===== src/rtl/corr_scan_pkg.sv =====
// corr_scan_pkg: shared state encoding, widths and default search-window limits for the raster scan controller
package corr_scan_pkg;
    localparam int COORD_W = 13;
    localparam int SCORE_W = 32;
    localparam logic [COORD_W-1:0] X_LAST_DEF = 13'd560;
    localparam logic [COORD_W-1:0] Y_LAST_DEF = 13'd400;
    localparam logic [COORD_W-1:0] STEP_DEF = 13'd4;
    typedef enum logic [2:0] {
        IDLE,
        ISSUE,
        WAIT_BUSY,
        WAIT_DONE,
        SETTLE,
        CAPTURE
    } state_t;
endpackage


===== src/rtl/corr_raster_counter.sv =====
// corr_raster_counter: raster X/Y stepping with row wrap and end-of-sweep detection
module corr_raster_counter
    import corr_scan_pkg::*;
#(
    parameter logic [COORD_W-1:0] X_LAST = X_LAST_DEF,
    parameter logic [COORD_W-1:0] Y_LAST = Y_LAST_DEF,
    parameter logic [COORD_W-1:0] STEP = STEP_DEF
) (
    input  logic               clk,
    input  logic               rst,
    input  logic               clear,
    input  logic               advance,
    output logic [COORD_W-1:0] x,
    output logic [COORD_W-1:0] y,
    output logic               last
);
    // one extra bit so a step past the top of the range still compares as beyond the limit
    logic [COORD_W:0] nx, ny;
    logic wrap;
    always_comb begin
        nx = {1'b0, x} + {1'b0, STEP};
        ny = {1'b0, y} + {1'b0, STEP};
        wrap = nx > {1'b0, X_LAST};
        last = wrap && (ny > {1'b0, Y_LAST});
    end
    always_ff @(posedge clk or posedge rst) begin
        if (rst) begin
            x <= '0;
            y <= '0;
        end else if (clear) begin
            x <= '0;
            y <= '0;
        end else if (advance) begin
            x <= wrap ? '0 : nx[COORD_W-1:0];
            y <= wrap ? ny[COORD_W-1:0] : y;
        end
    end
endmodule


===== src/rtl/corr_scan_ctrl.sv =====
// corr_scan_ctrl: sweeps the correlation engine over a raster of start positions and reports the best score.
// Optional CORR_SCAN_THRESHOLD_EN adds iThreshold/oFound (best score meets threshold at sweep end).
module corr_scan_ctrl
    import corr_scan_pkg::*;
#(
    parameter logic [COORD_W-1:0] X_LAST = X_LAST_DEF,
    parameter logic [COORD_W-1:0] Y_LAST = Y_LAST_DEF,
    parameter logic [COORD_W-1:0] STEP = STEP_DEF,
    parameter int BUSY_WAIT = 4
) (
    input  logic               iCLK,
    input  logic               iRST,
    input  logic               iStart,
    input  logic               iAbort,
    output logic [COORD_W-1:0] oXstart,
    output logic [COORD_W-1:0] oYstart,
    input  logic               iFinished,
    input  logic [SCORE_W-1:0] iScore,
    output logic               oBusy,
    output logic               oDone,
    output logic [COORD_W-1:0] oBestX,
    output logic [COORD_W-1:0] oBestY,
    output logic [SCORE_W-1:0] oBestScore
`ifdef CORR_SCAN_THRESHOLD_EN
    ,
    input  logic [SCORE_W-1:0] iThreshold,
    output logic               oFound
`endif
);
    localparam int CW = $clog2(BUSY_WAIT + 1);
    state_t state;
    logic [CW-1:0] cnt;
    logic [SCORE_W-1:0] run_score, cap_score;
    logic [COORD_W-1:0] run_x, run_y, cap_x, cap_y, x, y;
    logic last, better, start_ok, advance;
`ifdef CORR_SCAN_THRESHOLD_EN
    logic [SCORE_W-1:0] thr;
`endif
    assign start_ok = (state == IDLE) && iStart && !iAbort;
    assign advance = (state == CAPTURE) && !iAbort;
    // strict compare keeps the earliest raster position on ties
    always_comb begin
        better = iScore > run_score;
        cap_score = better ? iScore : run_score;
        cap_x = better ? oXstart : run_x;
        cap_y = better ? oYstart : run_y;
    end
    corr_raster_counter #(.X_LAST(X_LAST), .Y_LAST(Y_LAST), .STEP(STEP)) u_raster (
        .clk(iCLK),
        .rst(iRST),
        .clear(start_ok),
        .advance(advance),
        .x(x),
        .y(y),
        .last(last)
    );
    always_ff @(posedge iCLK or posedge iRST) begin
        if (iRST) begin
            state <= IDLE;
            cnt <= '0;
            oXstart <= '0;
            oYstart <= '0;
            oBusy <= 1'b0;
            oDone <= 1'b0;
            oBestX <= '0;
            oBestY <= '0;
            oBestScore <= '0;
            run_score <= '0;
            run_x <= '0;
            run_y <= '0;
`ifdef CORR_SCAN_THRESHOLD_EN
            thr <= '0;
            oFound <= 1'b0;
`endif
        end else begin
            oDone <= 1'b0;
            if (iAbort) begin
                state <= IDLE;
                oBusy <= 1'b0;
            end else begin
                case (state)
                    IDLE: if (iStart) begin
                        run_score <= '0;
                        run_x <= '0;
                        run_y <= '0;
                        oBusy <= 1'b1;
                        state <= ISSUE;
`ifdef CORR_SCAN_THRESHOLD_EN
                        thr <= iThreshold;
`endif
                    end
                    ISSUE: begin
                        oXstart <= x;
                        oYstart <= y;
                        cnt <= '0;
                        state <= WAIT_BUSY;
                    end
                    // an unchanged position never drops iFinished; the held score is still valid
                    WAIT_BUSY: if (!iFinished) state <= WAIT_DONE;
                        else if (cnt == CW'(BUSY_WAIT - 1)) state <= SETTLE;
                        else cnt <= cnt + CW'(1);
                    WAIT_DONE: if (iFinished) state <= SETTLE;
                    SETTLE: state <= CAPTURE;
                    CAPTURE: begin
                        run_score <= cap_score;
                        run_x <= cap_x;
                        run_y <= cap_y;
                        state <= last ? IDLE : ISSUE;
                        if (last) begin
                            oDone <= 1'b1;
                            oBusy <= 1'b0;
                            oBestX <= cap_x;
                            oBestY <= cap_y;
                            oBestScore <= cap_score;
`ifdef CORR_SCAN_THRESHOLD_EN
                            oFound <= cap_score >= thr;
`endif
                        end
                    end
                    default: state <= IDLE;
                endcase
            end
        end
    end
endmodule


===== config.mk =====
export PLATFORM = sky130hd
export DESIGN_NAME = corr_scan_ctrl
export DESIGN_NICKNAME = d
export VERILOG_FILES = /design/src/rtl/corr_scan_pkg.sv /design/src/rtl/corr_raster_counter.sv /design/src/rtl/corr_scan_ctrl.sv
export SDC_FILE = /design/constraint.sdc
export NUM_CORES = 1
export LEC_CHECK = 0
export CAP_MARGIN = 20
export CORE_MARGIN = 2
export CORE_UTILIZATION = 30
export CTS_CLUSTER_DIAMETER = 60
export DETAILED_ROUTE_END_ITERATION = 10
export PLACE_DENSITY = 0.61
export SLEW_MARGIN = 20
export SYNTH_ARGS = -nofsm -noshare
export SYNTH_HDL_FRONTEND = slang
export SYNTH_SLANG_ARGS = --single-unit

===== constraint.sdc =====
create_clock -name iCLK -period 7.1 [get_ports iCLK]
set_clock_uncertainty 0.15 [all_clocks]
set_input_delay 0.71 -clock iCLK [delete_from_list [all_inputs] [get_ports iCLK]]
set_output_delay 0.71 -clock iCLK [all_outputs]
set_load 0.01 [all_outputs]

; ---- After elaboration in Yosys (flattened, before gate mapping)
; Cells that the tools add are included.
[op_classes]
mux = 31
n_lt_le_gt_ge = 3
n_eq_ne = 13
n_addsub = 3
reduce_logical = 18
bitwise = 1
[ops]
columns = op, n
row1 = $mux W13, 9
row2 = $mux W32, 2
row3 = $pmux W32 S2, 1
row4 = $pmux W13 S2, 2
row5 = $gt A32 B32 Y1, 1
row6 = $add A13 B3 Y14 const B, 2
row7 = $mux W3, 7
row8 = $pmux W3 S6, 1
row9 = $gt A14 B10 Y1 const B, 1
row10 = $gt A14 B9 Y1 const B, 1
row11 = $reduce_and A3 Y1, 4
row12 = $eq A3 B2 Y1 const B, 3
row13 = $ne A3 B3 Y1 const B, 3
row14 = $reduce_bool A2 Y1, 4
row15 = $mux W1, 7
row16 = $eq A3 B3 Y1 const B, 2
row17 = $ne A2 B2 Y1 const B, 3
row18 = $pmux W3 S2, 1
row19 = $logic_and A1 B1 Y1, 4
row20 = $ne A4 B4 Y1 const B, 1
row21 = $reduce_and A2 Y1, 2
row22 = $reduce_and A4 Y1, 1
row23 = $add A3 B1 Y3 const B, 1
row24 = $eq A3 B1 Y1 const B, 1
row25 = other kinds (5), 5
[totals]
word_cells = 83
register_bits = 176
out_inout_bits = 86
inputBits = 37

; ---- Longest topological paths before layout
; Gate-level depths: netlist (run 1).
[depth]
depth_word = 6
ltp_mapped = 11

; ---- Hierarchy
; Synthesis (run 1) repeated with hierarchy kept, for this count alone.
[unflattened]
cells_unflattened = 1022
area_unflattened_um2 = 9339.0
[by_module_without_submodules]
columns = module, area_each_um2, instances, cells_per_inst
row1 = corr_scan_ctrl, 7612.3, 1, 826
row2 = corr_raster_counter, 1726.7, 1, 196

; ---- Worst setup path before layout (run 1)
; OpenSTA, ideal clock, no wires.
[synth_path]
kind = input to register
from = input port iScore[21]
to = register run_score[10]
path_stages = 10
setup_ns = 0.079
setup_slack_ns = 4.141
arrival_ns = 2.729
n_path_buf = 3
path_cell_list = ha_1 a211oi_1 nor2_1 o21a_1 o31a_1 clkbuf_1 o21ai_1 buf_2 buf_4 mux2i_1
[synth_via]
elab_chain_cells = 3
[synth_lines]
columns = item, line_no
row1 = from (decl), corr_scan_ctrl.sv:18  ; input logic [SCORE_W-1:0] iScore,
row2 = $gt A32 B32 Y1, corr_scan_ctrl.sv:43  ; better = iScore > run_score;
row3 = $mux W32, corr_scan_ctrl.sv:44  ; cap_score = better ? iScore : run_score;
row4 = $pmux W32 S2, corr_scan_ctrl.sv:81  ; case (state)
row5 = to (signal assigned), corr_scan_ctrl.sv:105  ; run_score <= cap_score;
row6 = to (decl), corr_scan_ctrl.sv:33  ; logic [SCORE_W-1:0] run_score, cap_score;
; Every way passes these cells.
; A chain may end at the register's enable or synchronous reset.

; ---- Worst setup path after layout (run 1)
[layout_path]
from = input port iScore[31]
to = register run_x[9]
[layout_via]
elab_chain_cells = 3
[layout_lines]
columns = item, line_no
row1 = $gt A32 B32 Y1, corr_scan_ctrl.sv:43
row2 = $mux W13, corr_scan_ctrl.sv:45  ; cap_x = better ? oXstart : run_x;
row3 = $pmux W13 S2, corr_scan_ctrl.sv:81
row4 = to (signal assigned), corr_scan_ctrl.sv:106  ; run_x <= cap_x;
row5 = to (decl), corr_scan_ctrl.sv:34  ; logic [COORD_W-1:0] run_x, run_y, cap_x, cap_y, x, y;
; Every way passes these cells.

==> impl_results.html, run 1 <==
<table>
<tr><th>Metric</th><th>Value</th></tr>
<tr><th colspan="2">Outcome</th></tr>
<tr><td>Run status</td><td>finished, final reports clean</td></tr>
<tr><th colspan="2">Setup path</th></tr>
<tr><td>Critical register-to-register path endpoint</td><td>run_x[9]</td></tr>
<tr><td>Data arrival time of the critical path</td><td>4.25 ns</td></tr>
<tr><td>Required time at the worst-slack endpoint</td><td>7.29 ns</td></tr>
<tr><td>Logic depth of the worst register-to-register path</td><td>9</td></tr>
<tr><td>Launching instance or port of the critical path</td><td>iScore[31]</td></tr>
<tr><td>Kind of critical path</td><td>input port to register</td></tr>
<tr><td>Startpoint types</td><td>input port</td></tr>
<tr><td>Reg2Reg Setup Slack</td><td>3.49 ns</td></tr>
<tr><td>Maximum fanout encountered on the critical timing path</td><td>45</td></tr>
<tr><td>Launch instance of the worst register-to-register path</td><td>run_score[31]</td></tr>
<tr><td>CP endpoint kind</td><td>register</td></tr>
<tr><th colspan="2">Clock network</th></tr>
<tr><td>Setup Buffers After CTS</td><td>0</td></tr>
<tr><td>Number of CTS-inserted buffers</td><td>17</td></tr>
<tr><td>Clk Latency, worst-skew pair</td><td>0.44 ns</td></tr>
<tr><td>Clock transition at the register clock pins on the worst setup and hold paths after CTS</td><td>0.07 ns</td></tr>
<tr><td>Bufs on Longest Clock Path</td><td>2</td></tr>
<tr><td>H-Tree Depth</td><td>4</td></tr>
<tr><td>Number of cells upsized or downsized after cts</td><td>0</td></tr>
<tr><td>Clock net sink count</td><td>168</td></tr>
<tr><td>Post-CTS Hold Buffers</td><td>0</td></tr>
<tr><td>Clock tree from TritonCTS</td><td>yes</td></tr>
<tr><td>Clock root buffer</td><td>sky130_fd_sc_hd__clkbuf_16</td></tr>
<tr><th colspan="2">Final layout</th></tr>
<tr><td>Antenna diode count</td><td>0</td></tr>
<tr><td>Proportion of layout cells with a drive suffix above 1</td><td>5.534%</td></tr>
<tr><td>Layout net count</td><td>1,109</td></tr>
<tr><td>Share of the core filled with cells in the final layout</td><td>37.54%</td></tr>
<tr><td>Final cell area excluding filler cells</td><td>10,830 um2</td></tr>
<tr><td>Area grow syn2layout</td><td>22.50%</td></tr>
<tr><td>Final non-filler cell total</td><td>1,432</td></tr>
<tr><th colspan="2">Logic synthesis</th></tr>
<tr><td>Biggest area contributors in the synthesized netlist</td><td>sky130_fd_sc_hd__dfrtp_1 (48%), sky130_fd_sc_hd__mux2i_1 (6.9%), sky130_fd_sc_hd__ha_1 (5.2%), sky130_fd_sc_hd__o21ai_0 (5.1%), sky130_fd_sc_hd__nand2_1 (4.5%)</td></tr>
<tr><td>Post-synth design cell area</td><td>8843 um2</td></tr>
<tr><td>Mapped Avg Cell Area</td><td>9.222 um2</td></tr>
<tr><td>Post-synth top cells</td><td>sky130_fd_sc_hd__dfrtp_1 (168), sky130_fd_sc_hd__nand2_1 (107), sky130_fd_sc_hd__o21ai_0 (91)</td></tr>
<tr><td>Netlist cell types</td><td>59</td></tr>
<tr><td>Register bit total from synthesis</td><td>168</td></tr>
<tr><td>Post-synthesis async set-or-reset flop share</td><td>100.0%</td></tr>
<tr><td>Synthesis Warnings</td><td>0</td></tr>
<tr><td>Synthesized netlist cell count</td><td>959</td></tr>
<tr><td>Leading area contributor after synthesis</td><td>sky130_fd_sc_hd__dfrtp_1</td></tr>
<tr><td>Number of enable-type register cells in the synthesized netlist</td><td>0</td></tr>
<tr><td>Sequential-to-total area share from yosys stat</td><td>47.54%</td></tr>
<tr><td>Area fraction of the dominant cell type after synthesis</td><td>47.54%</td></tr>
<tr><td>Most repeated cell in the gate-level netlist after synthesis</td><td>sky130_fd_sc_hd__dfrtp_1</td></tr>
<tr><td>Most frequently used flop master after synthesis</td><td>sky130_fd_sc_hd__dfrtp_1</td></tr>
<tr><th colspan="2">Routing</th></tr>
<tr><td>Drt wl/cell</td><td>16.94 um</td></tr>
<tr><td>DRC viols</td><td>0</td></tr>
<tr><td>Iteration-0 DRC Markers</td><td>567</td></tr>
<tr><td>Routed vias/inst</td><td>5.131</td></tr>
<tr><td>Number of vias in the routed layout</td><td>7,347</td></tr>
<tr><td>Length of the first detailed-routing pass in iterations</td><td>5</td></tr>
<tr><td>Detailed Route WL</td><td>24,260 um</td></tr>
<tr><td>Residual antenna-violating net count after detailed routing</td><td>0</td></tr>
<tr><th colspan="2">Placement</th></tr>
<tr><td>DP Wirelength</td><td>15,390 um</td></tr>
<tr><td>Area of placed instances</td><td>10,240 um2</td></tr>
<tr><td>Number of input and output port buffers inserted</td><td>118</td></tr>
<tr><td>Final estimated routing congestion in global placement</td><td>0.7853</td></tr>
<tr><td>Placed Cells</td><td>1,400</td></tr>
<tr><th colspan="2">Floorplan</th></tr>
<tr><td>Number of primary I/O pins</td><td>123</td></tr>
<tr><td>Initial core utilization</td><td>30.65%</td></tr>
<tr><td>Overall die width</td><td>175.7 um</td></tr>
<tr><td>Full die area</td><td>30,870 um2</td></tr>
<tr><td>Row count</td><td>62</td></tr>
<tr><td>Std-Cell Core Area</td><td>28,860 um2</td></tr>
<tr><td>Height of the chip</td><td>175.7 um</td></tr>
<tr><th colspan="2">Global routing</th></tr>
<tr><td>Largest net degree at the start of global routing</td><td>102</td></tr>
<tr><td>Vias in the first global route</td><td>7,325</td></tr>
<tr><td>All-Layer GR Usage</td><td>16.28%</td></tr>
<tr><td>GR met2 Demand/Resource</td><td>25.77%</td></tr>
<tr><td>Remaining global-route overflow</td><td>0</td></tr>
<tr><td>Met1 Use GR</td><td>22.40%</td></tr>
<tr><td>Global Route met3 Usage</td><td>3.312%</td></tr>
<tr><td>Initial antenna violation count</td><td>0</td></tr>
<tr><td>First-pass GRT wire length</td><td>40,130 um</td></tr>
<tr><td>Highest-utilization routing layer at the global route stage</td><td>met2</td></tr>
<tr><th colspan="2">STA</th></tr>
<tr><td>Count of pins over their slew limit</td><td>0</td></tr>
<tr><td>Final period utilization</td><td>57.23%</td></tr>
<tr><td>Sum of negative setup slack</td><td>0 ns</td></tr>
<tr><td>Maximum operating frequency</td><td>0.2461 GHz</td></tr>
<tr><td>Post-layout minimum cycle time</td><td>4.063 ns</td></tr>
<tr><td>Transition at the pin with the smallest max-transition slack</td><td>1.087 ns</td></tr>
<tr><td>Number of hold violations in the final report</td><td>0</td></tr>
<tr><td>Unrepaired setup endpoints after global routing</td><td>false</td></tr>
<tr><td>Tightest slew margin relative to the limit</td><td>27.56%</td></tr>
<tr><td>Setup Viol. Count Final</td><td>0</td></tr>
<tr><th colspan="2">Power</th></tr>
<tr><td>Pwr dens</td><td>221.5 nW/um2</td></tr>
<tr><td>Max IR drop VDD</td><td>0.0001446 V</td></tr>
<tr><td>Leakage power figure</td><td>4.884 nW</td></tr>
<tr><td>Total Power Consumption</td><td>0.002400 W</td></tr>
<tr><th colspan="2">Min path</th></tr>
<tr><td>Worst hold path stage count</td><td>1</td></tr>
<tr><td>Hold Crit Start</td><td>run_x[1]</td></tr>
<tr><td>Min-Delay Path Class</td><td>register to register</td></tr>
<tr><td>Hold Path End</td><td>oBestX[1]</td></tr>
<tr><th colspan="2">Flow run</th></tr>
<tr><td>Max Cap Violations</td><td>0</td></tr>
</table>
-- layout by cell type (no fill, tap or decap), types with 3 or more instances in the layout --
cell type,Yosys,layout
sky130_fd_sc_hd__dfrtp_1,168,168
sky130_fd_sc_hd__clkdlybuf4s50_1,0,118
sky130_fd_sc_hd__nand2_1,107,107
sky130_fd_sc_hd__o21ai_0,91,91
sky130_fd_sc_hd__inv_1,90,89
sky130_fd_sc_hd__a21oi_1,77,77
sky130_fd_sc_hd__nand3_1,62,62
sky130_fd_sc_hd__mux2i_1,61,61
sky130_fd_sc_hd__a31oi_1,61,61
sky130_fd_sc_hd__ha_1,37,37
sky130_fd_sc_hd__nor2_1,20,19
sky130_fd_sc_hd__clkbuf_16,0,17
sky130_fd_sc_hd__nand4_1,12,12
sky130_fd_sc_hd__and3_1,11,11
sky130_fd_sc_hd__buf_4,7,11
sky130_fd_sc_hd__nand2b_1,8,8
sky130_fd_sc_hd__a22o_1,9,8
sky130_fd_sc_hd__nor3_1,6,6
sky130_fd_sc_hd__nor4_1,5,5
sky130_fd_sc_hd__clkinvlp_4,0,5
sky130_fd_sc_hd__or3_1,4,4
sky130_fd_sc_hd__inv_6,0,4
sky130_fd_sc_hd__conb_1,1,4
sky130_fd_sc_hd__a21o_1,3,3
sky130_fd_sc_hd__o21a_1,3,3
sky130_fd_sc_hd__nor4b_1,3,3
sky130_fd_sc_hd__xnor2_1,3,3
sky130_fd_sc_hd__clkinv_4,0,3
-- layer usage --
layer / up-vias / wire [um]
met5: - / 0
met4: 0 / 419
met3: 24 / 1022
met2: 158 / 11100
met1: 3648 / 11720
li1: 3517 / -
-- through the flow --
step / hold WS [ns] / setup slack, ns
floorplan: 0.3078 / 1.693
global placement: 0.3268 / 2.614
detailed placement: 0.3313 / 2.618
CTS: 0.3402 / 3.070
global route: 0.3651 / 2.778
finish: 0.3471 / 3.037
-- final cells by class --
class / count / area (um2)
inverter: 91 / 346.6
timing repair buffer: 129 / 1264
clock inverter: 15 / 166.4
multi-input combinational: 628 / 3946
fill: 2905 / 18020
sequential: 168 / 4204
tap: 384 / 480.5
clock buffer: 17 / 425.4
-- sequential cells by signal, summed over array words and instances (netlist names) --
register / cells
oBusy: 1
oYstart: 11
oDone: 1
run_score: 32
u_raster.y: 11
run_y: 13
oBestY: 13
u_raster.x: 11
state: 3
oBestX: 13
oXstart: 11
run_x: 13
oBestScore: 32
cnt: 3
-- worst max path at each step --
stage	to	cells past startpoint
global route	run_x[5]	9
detailed placement	run_score[26]	9
global placement	run_y[9]	9
CTS	run_score[26]	9
floorplan	cnt[0]	1
finish	run_x[9]	9
-- logic make-up after synthesis --
kind of cell / count (synthesis) / synth area share [%]
compound gates: 271 / 17.80
simple gates: 252 / 13.70
flops: 168 / 47.54
buf+inv: 166 / 8.489
mux: 61 / 6.904
fa+ha+maj: 37 / 5.235
xor+xnor: 3 / 0.2972
other cells: 1 / 0.04240
-- report_power, final --
part / switching [W] / internal, W
registers: 0.0000589 / 0.00101
clock network: 0.000418 / 0.000525
logic: 0.000254 / 0.000137
total: 0.000731 / 0.00167
-- critical path, stage by stage --
cell and delay [ns]:
sky130_fd_sc_hd__clkdlybuf4s50_1 0.52, sky130_fd_sc_hd__ha_1 0.37, sky130_fd_sc_hd__nand4_1 0.21, sky130_fd_sc_hd__nor4_1 0.50
sky130_fd_sc_hd__nand2_1 0.19, sky130_fd_sc_hd__o31a_2 0.18, sky130_fd_sc_hd__o21ai_4 0.45, sky130_fd_sc_hd__buf_4 0.72
sky130_fd_sc_hd__mux2i_1 0.28
Power figures use the tool's default switching activity.
==> inputs of run 2 (changes only) <==
- clock period: 7.1 -> 4.11 ns (I/O delays scaled with it)
==> run 2 against run 1 <==
Effect of this change:
- register-to-register slack worse by 2.7 ns
- core utilization is 0.52 points higher
- sequential share of layout area is 0.53 points lower
- setup slack worse by 2.2 ns
- design area is 1.4% higher
- worst hold slack worse by 0.0074 ns
- clock power is 77% higher
- combinational power is 74% higher
- non-clock buffer count is 10 higher
- first-iteration DRC count is 7.2% lower
- cell count is 0.77% higher
- largest cell class unchanged
- largest power group unchanged
==> impl_results.html, run 2 (synthesized netlist as in run 1, its figures left out) <==
<table>
<tr><th>Metric</th><th>Value</th></tr>
<tr><th colspan="2">Outcome</th></tr>
<tr><td>Run status</td><td>finished, final reports clean</td></tr>
<tr><th colspan="2">STA</th></tr>
<tr><td>Maximum operating frequency</td><td>0.3025 GHz</td></tr>
<tr><td>Number of hold violations in the final report</td><td>0 (unchanged)</td></tr>
<tr><td>Count of pins over their slew limit</td><td>0 (unchanged)</td></tr>
<tr><td>Unrepaired setup endpoints after global routing</td><td>false</td></tr>
<tr><td>Sum of negative setup slack</td><td>0 ns (unchanged)</td></tr>
<tr><td>Setup Viol. Count Final</td><td>0 (unchanged)</td></tr>
<tr><td>Worst Hold Margin</td><td>0.3397 ns (-0.007403 ns)</td></tr>
<tr><td>Post-layout minimum cycle time</td><td>3.306 ns</td></tr>
<tr><td>Transition at the pin with the smallest max-transition slack</td><td>0.9858 ns (-0.1008 ns)</td></tr>
<tr><td>Tightest slew margin relative to the limit</td><td>32.58% (+5.0 points)</td></tr>
<tr><td>Final period utilization</td><td>80.44%</td></tr>
<tr><th colspan="2">Final layout</th></tr>
<tr><td>Layout net count</td><td>1,119 (+0.90%)</td></tr>
<tr><td>Number of inserted filler cells in the final layout</td><td>2,953 (+1.7%)</td></tr>
<tr><td>Proportion of layout cells with a drive suffix above 1</td><td>6.427% (+0.89 points)</td></tr>
<tr><td>Commonest non-fill, non-tap cell in the layout</td><td>sky130_fd_sc_hd__dfrtp_1</td></tr>
<tr><td>Final cell area excluding filler cells</td><td>10,980 um2 (+1.4%)</td></tr>
<tr><td>Regs by FF count</td><td>oBestScore: 32 flops, run_score: 32 flops</td></tr>
<tr><td>Area grow syn2layout</td><td>24.19%</td></tr>
<tr><td>Highest-count cells in the layout ignoring fill and taps</td><td>sky130_fd_sc_hd__dfrtp_1 (168), sky130_fd_sc_hd__clkdlybuf4s50_1 (118), sky130_fd_sc_hd__nand2_1 (107), sky130_fd_sc_hd__o21ai_0 (91), sky130_fd_sc_hd__inv_1 (89)</td></tr>
<tr><td>Share of the core filled with cells in the final layout</td><td>38.06% (+0.52 points)</td></tr>
<tr><th colspan="2">Clock network</th></tr>
<tr><td>Clock tree from TritonCTS</td><td>yes</td></tr>
<tr><td>Bufs on Longest Clock Path</td><td>2 (unchanged)</td></tr>
<tr><td>Clock transition at the register clock pins on the worst setup and hold paths after CTS</td><td>0.07 ns (about the same)</td></tr>
<tr><td>Number of cells upsized or downsized after cts</td><td>0 (unchanged)</td></tr>
<tr><td>Clk Latency, worst-skew pair</td><td>0.43 ns (about the same)</td></tr>
<tr><td>Number of CTS-inserted buffers</td><td>17 (unchanged)</td></tr>
<tr><td>Clock root buffer</td><td>sky130_fd_sc_hd__clkbuf_16</td></tr>
<tr><td>H-Tree Depth</td><td>4 (unchanged)</td></tr>
<tr><td>Clock net sink count</td><td>168 (unchanged)</td></tr>
<tr><td>Post-CTS Hold Buffers</td><td>0 (unchanged)</td></tr>
<tr><td>Setup Buffers After CTS</td><td>0 (unchanged)</td></tr>
<tr><th colspan="2">Setup path</th></tr>
<tr><td>Kind of critical path</td><td>register to register</td></tr>
<tr><td>Logic depth of the worst register-to-register path</td><td>9 (unchanged)</td></tr>
<tr><td>Maximum fanout encountered on the critical timing path</td><td>34 (-24%)</td></tr>
<tr><td>Startpoint types</td><td>register</td></tr>
<tr><td>CP endpoint kind</td><td>register</td></tr>
<tr><td>Required time at the worst-slack endpoint</td><td>4.27 ns (-3.02 ns)</td></tr>
<tr><td>Reg2Reg Setup Slack</td><td>0.80 ns (-2.69 ns)</td></tr>
<tr><td>Data arrival time of the critical path</td><td>3.46 ns (-0.79 ns)</td></tr>
<tr><th colspan="2">Routing</th></tr>
<tr><td>Length of the first detailed-routing pass in iterations</td><td>5 (unchanged)</td></tr>
<tr><td>Iteration-0 DRC Markers</td><td>526 (-7.2%)</td></tr>
<tr><td>Drt wl/cell</td><td>16.78 um (-0.98%)</td></tr>
<tr><td>Routed vias/inst</td><td>5.073 (-1.1%)</td></tr>
<tr><td>Residual antenna-violating net count after detailed routing</td><td>0 (unchanged)</td></tr>
<tr><td>Detailed Route WL</td><td>24,210 um (-0.22%)</td></tr>
<tr><td>Number of vias in the routed layout</td><td>7,320 (-0.37%)</td></tr>
<tr><td>DRC viols</td><td>0 (unchanged)</td></tr>
<tr><th colspan="2">Placement</th></tr>
<tr><td>DP Wirelength</td><td>15,970 um (+3.8%)</td></tr>
<tr><td>Area of placed instances</td><td>10,360 um2 (+1.1%)</td></tr>
<tr><td>Final estimated routing congestion in global placement</td><td>0.7778 (-0.96%)</td></tr>
<tr><td>Number of input and output port buffers inserted</td><td>118 (unchanged)</td></tr>
<tr><th colspan="2">Floorplan</th></tr>
<tr><td>Number of primary I/O pins</td><td>123 (unchanged)</td></tr>
<tr><td>Row count</td><td>62 (unchanged)</td></tr>
<tr><td>Full die area</td><td>30,870 um2 (unchanged)</td></tr>
<tr><td>Std-Cell Core Area</td><td>28,860 um2 (unchanged)</td></tr>
<tr><td>Overall die width</td><td>175.7 um (unchanged)</td></tr>
<tr><td>Height of the chip</td><td>175.7 um (unchanged)</td></tr>
<tr><td>Initial core utilization</td><td>30.65% (unchanged)</td></tr>
<tr><th colspan="2">Min path</th></tr>
<tr><td>Min-Delay Path Class</td><td>register to register</td></tr>
<tr><td>Worst hold path stage count</td><td>1 (unchanged)</td></tr>
<tr><th colspan="2">Global routing</th></tr>
<tr><td>All-Layer GR Usage</td><td>15.80% (-0.48 points)</td></tr>
<tr><td>First-pass GRT wire length</td><td>38,880 um (-3.1%)</td></tr>
<tr><td>Largest net degree at the start of global routing</td><td>122 (+20%)</td></tr>
<tr><td>Vias in the first global route</td><td>7,198 (-1.7%)</td></tr>
<tr><td>Remaining global-route overflow</td><td>0 (unchanged)</td></tr>
<tr><td>Initial antenna violation count</td><td>1 (+1)</td></tr>
<tr><th colspan="2">Power</th></tr>
<tr><td>Pwr dens</td><td>381.6 nW/um2 (+72%)</td></tr>
<tr><td>Leakage power figure</td><td>4.974 nW (+1.8%)</td></tr>
<tr><td>Max IR drop VDD</td><td>0.0001939 V (+34%)</td></tr>
<tr><td>Total Power Consumption</td><td>0.004191 W (+75%)</td></tr>
<tr><th colspan="2">Flow run</th></tr>
<tr><td>Max Cap Violations</td><td>0 (unchanged)</td></tr>
</table>
-- run 2: changes by cell type in the layout (fill, tap and decap cells not counted), moves of 2 or more --
cell and change:
sky130_fd_sc_hd__buf_4 +5, sky130_fd_sc_hd__buf_12 +4, sky130_fd_sc_hd__clkinvlp_4 -2, sky130_fd_sc_hd__inv_8 +2
-- run 2: stage by stage --
stage	cells	setup slack (ns)
after detailed placement	1409	0.4474
after floorplan	962	1.408
after CTS	1441	0.7776
final	1443	0.8039
after global routing	1442	0.5470
after global placement	1409	0.4576
-- run 2: layout make-up --
cell class                 instances  area [um2]  area share [%]
multi-input combinational        628        3946           35.93
sequential                       168        4204           38.28
timing repair buffer             139        1393           12.68
tap                              384       480.5           4.375
inverter                          91       345.3           3.144
clock buffer                      17       425.4           3.873
antenna                            1       2.502         0.02278
clock inverter                    15       186.4           1.697
-- run 2: report_power, final --
part           total, W  internal, W  switching [W]  leakage (nW)
sequential      0.00184      0.00174      0.0000999          2.34
clock           0.00167     0.000924       0.000747         0.294
combinational  0.000680     0.000249       0.000432          2.34
-- run 2: worst max-delay path, cell delays in order (launching register included) --
cell and delay (ns):
sky130_fd_sc_hd__dfrtp_1 0.52, sky130_fd_sc_hd__ha_1 0.31, sky130_fd_sc_hd__nand3_1 0.18, sky130_fd_sc_hd__nor3_1 0.28, sky130_fd_sc_hd__mux2i_1 0.42, sky130_fd_sc_hd__a22o_2 0.26, sky130_fd_sc_hd__nand2_4 0.07, sky130_fd_sc_hd__inv_2 0.53
sky130_fd_sc_hd__buf_4 0.35, sky130_fd_sc_hd__a31oi_1 0.10
-- run 2: worst paths after layout --
path / start / endpoint
max: u_raster.x[3] / oBestX[12]
min: run_x[0] / oBestX[0]
max reg2reg: u_raster.x[3] / oBestX[12]
min reg2reg: run_x[0] / oBestX[0]
max in group asynchronous: iRST / run_score[12]
min in group asynchronous: iRST / oBestX[3]
-- run 2: layer usage --
| metal | vias to the layer above | track usage [%] | share of wire, % |
|---|---|---|---|
| met5 | - | 0 | 0 |
| met3 | 19 | 2.965 | 4.5 |
| met4 | 0 | 4.787 | 1.1 |
| met1 | 3580 | 22.28 | 49 |
| met2 | 180 | 24.62 | 46 |
| li1 | 3541 | - | - |
==> inputs of run 3 (changes only) <==
- PLACE_DENSITY: 0.61 -> 0.63
- clock period: 4.11 -> 3 ns (I/O delays scaled with it)
==> run 3 against run 2 <==
Effect of this change:
- register-to-register slack lost 0.65 ns
- wire length up 1.5%
- largest cell class unchanged
- sequential share of layout area shrank 1.4 points
- flip-flop and latch count did not move
- core utilization increased by 1.4 points
- worst hold slack got worse by 0.17 ns
- setup slack got worse by 0.65 ns
- first-iteration DRC count is 5.3% lower
- cell count up 2.4%
==> impl_results.html, run 3 (synthesized netlist as in run 1, its figures left out) <==
<table>
<tr><th>Metric</th><th>Value</th></tr>
<tr><th colspan="2">Power</th></tr>
<tr><td>Pint</td><td>0.004053 W (+39%)</td></tr>
<tr><td>Share of total power consumed by net switching</td><td>30.36% (-0.15 points)</td></tr>
<tr><td>Leakage power figure</td><td>5.196 nW (+4.5%)</td></tr>
<tr><td>Relative contribution of sequential cells to total power</td><td>43.1% (-0.8 points)</td></tr>
<tr><td>Net switching power of the design</td><td>0.001767 W (+38%)</td></tr>
<tr><td>Comb power frac</td><td>18.0% (+1.8 points)</td></tr>
<tr><td>Max IR drop VDD</td><td>0.0003720 V (+92%)</td></tr>
<tr><td>Part of the power in the clock network</td><td>38.9% (-1.0 points)</td></tr>
<tr><td>Pwr dens</td><td>511.0 nW/um2 (+34%)</td></tr>
<tr><td>Total Power Consumption</td><td>0.005821 W (+39%)</td></tr>
<tr><th colspan="2">Final layout</th></tr>
<tr><td>Number of inserted filler cells in the final layout</td><td>2,840 (-3.8%)</td></tr>
<tr><td>Layout net count</td><td>1,155 (+3.2%)</td></tr>
<tr><td>Commonest non-fill, non-tap cell in the layout</td><td>sky130_fd_sc_hd__dfrtp_1</td></tr>
<tr><td>Regs by FF count</td><td>oBestScore: 32 flops, run_score: 32 flops</td></tr>
<tr><td>Antenna diode count</td><td>0 (-1)</td></tr>
<tr><td>Highest-count cells in the layout ignoring fill and taps</td><td>sky130_fd_sc_hd__dfrtp_1 (168), sky130_fd_sc_hd__clkdlybuf4s50_1 (118), sky130_fd_sc_hd__nand2_1 (107), sky130_fd_sc_hd__o21ai_0 (91), sky130_fd_sc_hd__inv_1 (89)</td></tr>
<tr><td>Proportion of layout cells with a drive suffix above 1</td><td>9.598% (+3.2 points)</td></tr>
<tr><td>Area grow syn2layout</td><td>28.79%</td></tr>
<tr><td>Final non-filler cell total</td><td>1,478 (+2.4%)</td></tr>
<tr><th colspan="2">Setup path</th></tr>
<tr><td>Data arrival time of the critical path</td><td>3.05 ns (-0.41 ns)</td></tr>
<tr><td>Launching instance or port of the critical path</td><td>u_raster.x[2]</td></tr>
<tr><td>Kind of critical path</td><td>register to register</td></tr>
<tr><td>Maximum fanout encountered on the critical timing path</td><td>34 (unchanged)</td></tr>
<tr><td>Launch instance of the worst register-to-register path</td><td>u_raster.x[2]</td></tr>
<tr><td>Startpoint types</td><td>register</td></tr>
<tr><td>Worst setup path endpoint</td><td>oBestScore[23]</td></tr>
<tr><td>Required time at the worst-slack endpoint</td><td>3.20 ns (-1.07 ns)</td></tr>
<tr><td>CP endpoint kind</td><td>register</td></tr>
<tr><td>Logic depth of the worst register-to-register path</td><td>9 (unchanged)</td></tr>
<tr><td>Reg2Reg Setup Slack</td><td>0.15 ns (-0.65 ns)</td></tr>
<tr><td>Critical register-to-register path endpoint</td><td>oBestScore[23]</td></tr>
<tr><th colspan="2">Routing</th></tr>
<tr><td>Iteration-0 DRC Markers</td><td>498 (-5.3%)</td></tr>
<tr><td>Top sig layer</td><td>met4</td></tr>
<tr><td>Routed vias/inst</td><td>5.127 (+1.1%)</td></tr>
<tr><td>Length of the first detailed-routing pass in iterations</td><td>4 (-1)</td></tr>
<tr><td>Residual antenna-violating net count after detailed routing</td><td>0 (unchanged)</td></tr>
<tr><td>DRC viols</td><td>0 (unchanged)</td></tr>
<tr><td>Number of vias in the routed layout</td><td>7,577 (+3.5%)</td></tr>
<tr><td>Met1 WL</td><td>11,810 um (+0.18%)</td></tr>
<tr><td>Drt wl/cell</td><td>16.62 um (-0.93%)</td></tr>
<tr><td>Detailed Route WL</td><td>24,570 um (+1.5%)</td></tr>
<tr><td>Met2 wire length</td><td>11,270 um (+2.0%)</td></tr>
<tr><td>Met3 layer wire length in the routed design</td><td>1148 um (+4.9%)</td></tr>
<tr><th colspan="2">Outcome</th></tr>
<tr><td>Run status</td><td>finished, final reports clean</td></tr>
<tr><th colspan="2">Floorplan</th></tr>
<tr><td>Std-Cell Core Area</td><td>28,860 um2 (unchanged)</td></tr>
<tr><td>Number of primary I/O pins</td><td>123 (unchanged)</td></tr>
<tr><td>Full die area</td><td>30,870 um2 (unchanged)</td></tr>
<tr><td>Row count</td><td>62 (unchanged)</td></tr>
<tr><td>Overall die width</td><td>175.7 um (unchanged)</td></tr>
<tr><td>Initial core utilization</td><td>30.65% (unchanged)</td></tr>
<tr><td>Height of the chip</td><td>175.7 um (unchanged)</td></tr>
<tr><th colspan="2">STA</th></tr>
<tr><td>Tightest slew margin relative to the limit</td><td>55.03% (+22 points)</td></tr>
<tr><td>Sum of negative setup slack</td><td>0 ns (unchanged)</td></tr>
<tr><td>Maximum operating frequency</td><td>0.3511 GHz (+16%)</td></tr>
<tr><td>Unrepaired setup endpoints after global routing</td><td>false</td></tr>
<tr><td>Setup Viol. Count Final</td><td>0 (unchanged)</td></tr>
<tr><td>Final period utilization</td><td>94.94% (+15 points)</td></tr>
<tr><td>Count of pins over their slew limit</td><td>0 (unchanged)</td></tr>
<tr><td>Number of hold violations in the final report</td><td>0 (unchanged)</td></tr>
<tr><td>Post-layout minimum cycle time</td><td>2.848 ns (-0.4578 ns)</td></tr>
<tr><td>Transition at the pin with the smallest max-transition slack</td><td>0.6731 ns (-0.3127 ns)</td></tr>
<tr><th colspan="2">Clock network</th></tr>
<tr><td>Clk Latency, worst-skew pair</td><td>0.44 ns (about the same)</td></tr>
<tr><td>H-Tree Depth</td><td>4 (unchanged)</td></tr>
<tr><td>Setup Buffers After CTS</td><td>0 (unchanged)</td></tr>
<tr><td>Clock tree from TritonCTS</td><td>yes</td></tr>
<tr><td>Number of cells upsized or downsized after cts</td><td>0 (unchanged)</td></tr>
<tr><td>Bufs on Longest Clock Path</td><td>2 (unchanged)</td></tr>
<tr><td>Post-CTS Hold Buffers</td><td>0 (unchanged)</td></tr>
<tr><td>Number of CTS-inserted buffers</td><td>17 (unchanged)</td></tr>
<tr><td>Clock root buffer</td><td>sky130_fd_sc_hd__clkbuf_16</td></tr>
<tr><td>Clock net sink count</td><td>168 (unchanged)</td></tr>
<tr><td>Clock transition at the register clock pins on the worst setup and hold paths after CTS</td><td>0.07 ns (about the same)</td></tr>
<tr><th colspan="2">Placement</th></tr>
<tr><td>Number of input and output port buffers inserted</td><td>118 (unchanged)</td></tr>
<tr><td>Placed Cells</td><td>1,446 (+2.6%)</td></tr>
<tr><td>Final estimated routing congestion in global placement</td><td>0.7865 (+1.1%)</td></tr>
<tr><td>DP Wirelength</td><td>16,730 um (+4.7%)</td></tr>
<tr><th colspan="2">Flow run</th></tr>
<tr><td>Max Cap Violations</td><td>0 (unchanged)</td></tr>
<tr><th colspan="2">Min path</th></tr>
<tr><td>Min-Delay Path Class</td><td>input port to async pin</td></tr>
<tr><th colspan="2">Global routing</th></tr>
<tr><td>All-Layer GR Usage</td><td>16.41% (+0.60 points)</td></tr>
<tr><td>Vias in the first global route</td><td>7,421 (+3.1%)</td></tr>
<tr><td>Remaining global-route overflow</td><td>0 (unchanged)</td></tr>
<tr><td>Largest net degree at the start of global routing</td><td>58 (-52%)</td></tr>
<tr><td>First-pass GRT wire length</td><td>40,410 um (+3.9%)</td></tr>
<tr><td>Initial antenna violation count</td><td>0 (-1)</td></tr>
</table>
## run 3: changes by cell type in the layout (fill, tap and decap cells not counted), sizes merged
cell,delta
diode,-1
clkinv,+2
inv,-2
buf,+36
## run 3: final cells by class
type	instances	area, um2	area share [%]
well taps	384	480.5	4.218
flip-flops and latches	168	4204	36.91
clock buffers	17	425.4	3.735
clock inverters	15	168.9	1.483
multi-input cells	628	3953	34.70
repair buffers	175	1813	15.92
inverters	91	345.3	3.032
## run 3: per-layer routing
layer  GRT usage [%]  vias up
met5               0        -
met4           4.614        0
met3           2.727       26
met2           25.71      199
met1           23.37     3736
li1                -     3616
## run 3: how the worst min path moves through the flow
stage / cells after the start / slack (ns) / start / to
after global placement: 1 / 0.32 / run_y[1] / oBestY[1]
after detailed placement: 1 / 0.32 / run_x[0] / oBestX[0]
after floorplan: 1 / 0.21 / iAbort / state[2]
after global routing: 2 / 0.22 / iRST / oBestX[5]
after CTS: 2 / 0.18 / iRST / oBestX[8]
final: 2 / 0.17 / iRST / oBestX[8]
## run 3: critical path, stage by stage (launching register included)
cell	delay (ns)
sky130_fd_sc_hd__dfrtp_1	0.38
sky130_fd_sc_hd__ha_1	0.27
sky130_fd_sc_hd__and3_1	0.24
sky130_fd_sc_hd__or4_1	0.40
sky130_fd_sc_hd__a221o_1	0.41
sky130_fd_sc_hd__a22o_2	0.30
sky130_fd_sc_hd__nand2_4	0.11
sky130_fd_sc_hd__inv_2	0.04
sky130_fd_sc_hd__buf_4	0.25
sky130_fd_sc_hd__a31oi_1	0.20
## run 3: through the flow
step           hold slack (ns)  area [um2]  util, %  setup WS [ns]
6_report                0.1680       11390    39.47         0.1517
2_1_floorplan           0.2131        8859        -         0.3731
3_3_place_gp            0.3171       10790    37.37        -0.1314
4_1_cts                 0.1789       11380    39.43         0.1168
5_1_grt                 0.2220       11390    39.47       0.009634
3_5_place_dp            0.3205       10790    37.37        -0.1815
## run 3: power groups by stage
stage,Combinational (W),Sequential [W],Clock (W)
final,0.00105,0.00251,0.00226
after floorplan,0.000653,0.00251,0
after detailed placement,0.00105,0.00255,0
after CTS,0.00106,0.00250,0.00231
after global placement,0.00103,0.00254,0
after global routing,0.00119,0.00252,0.00241
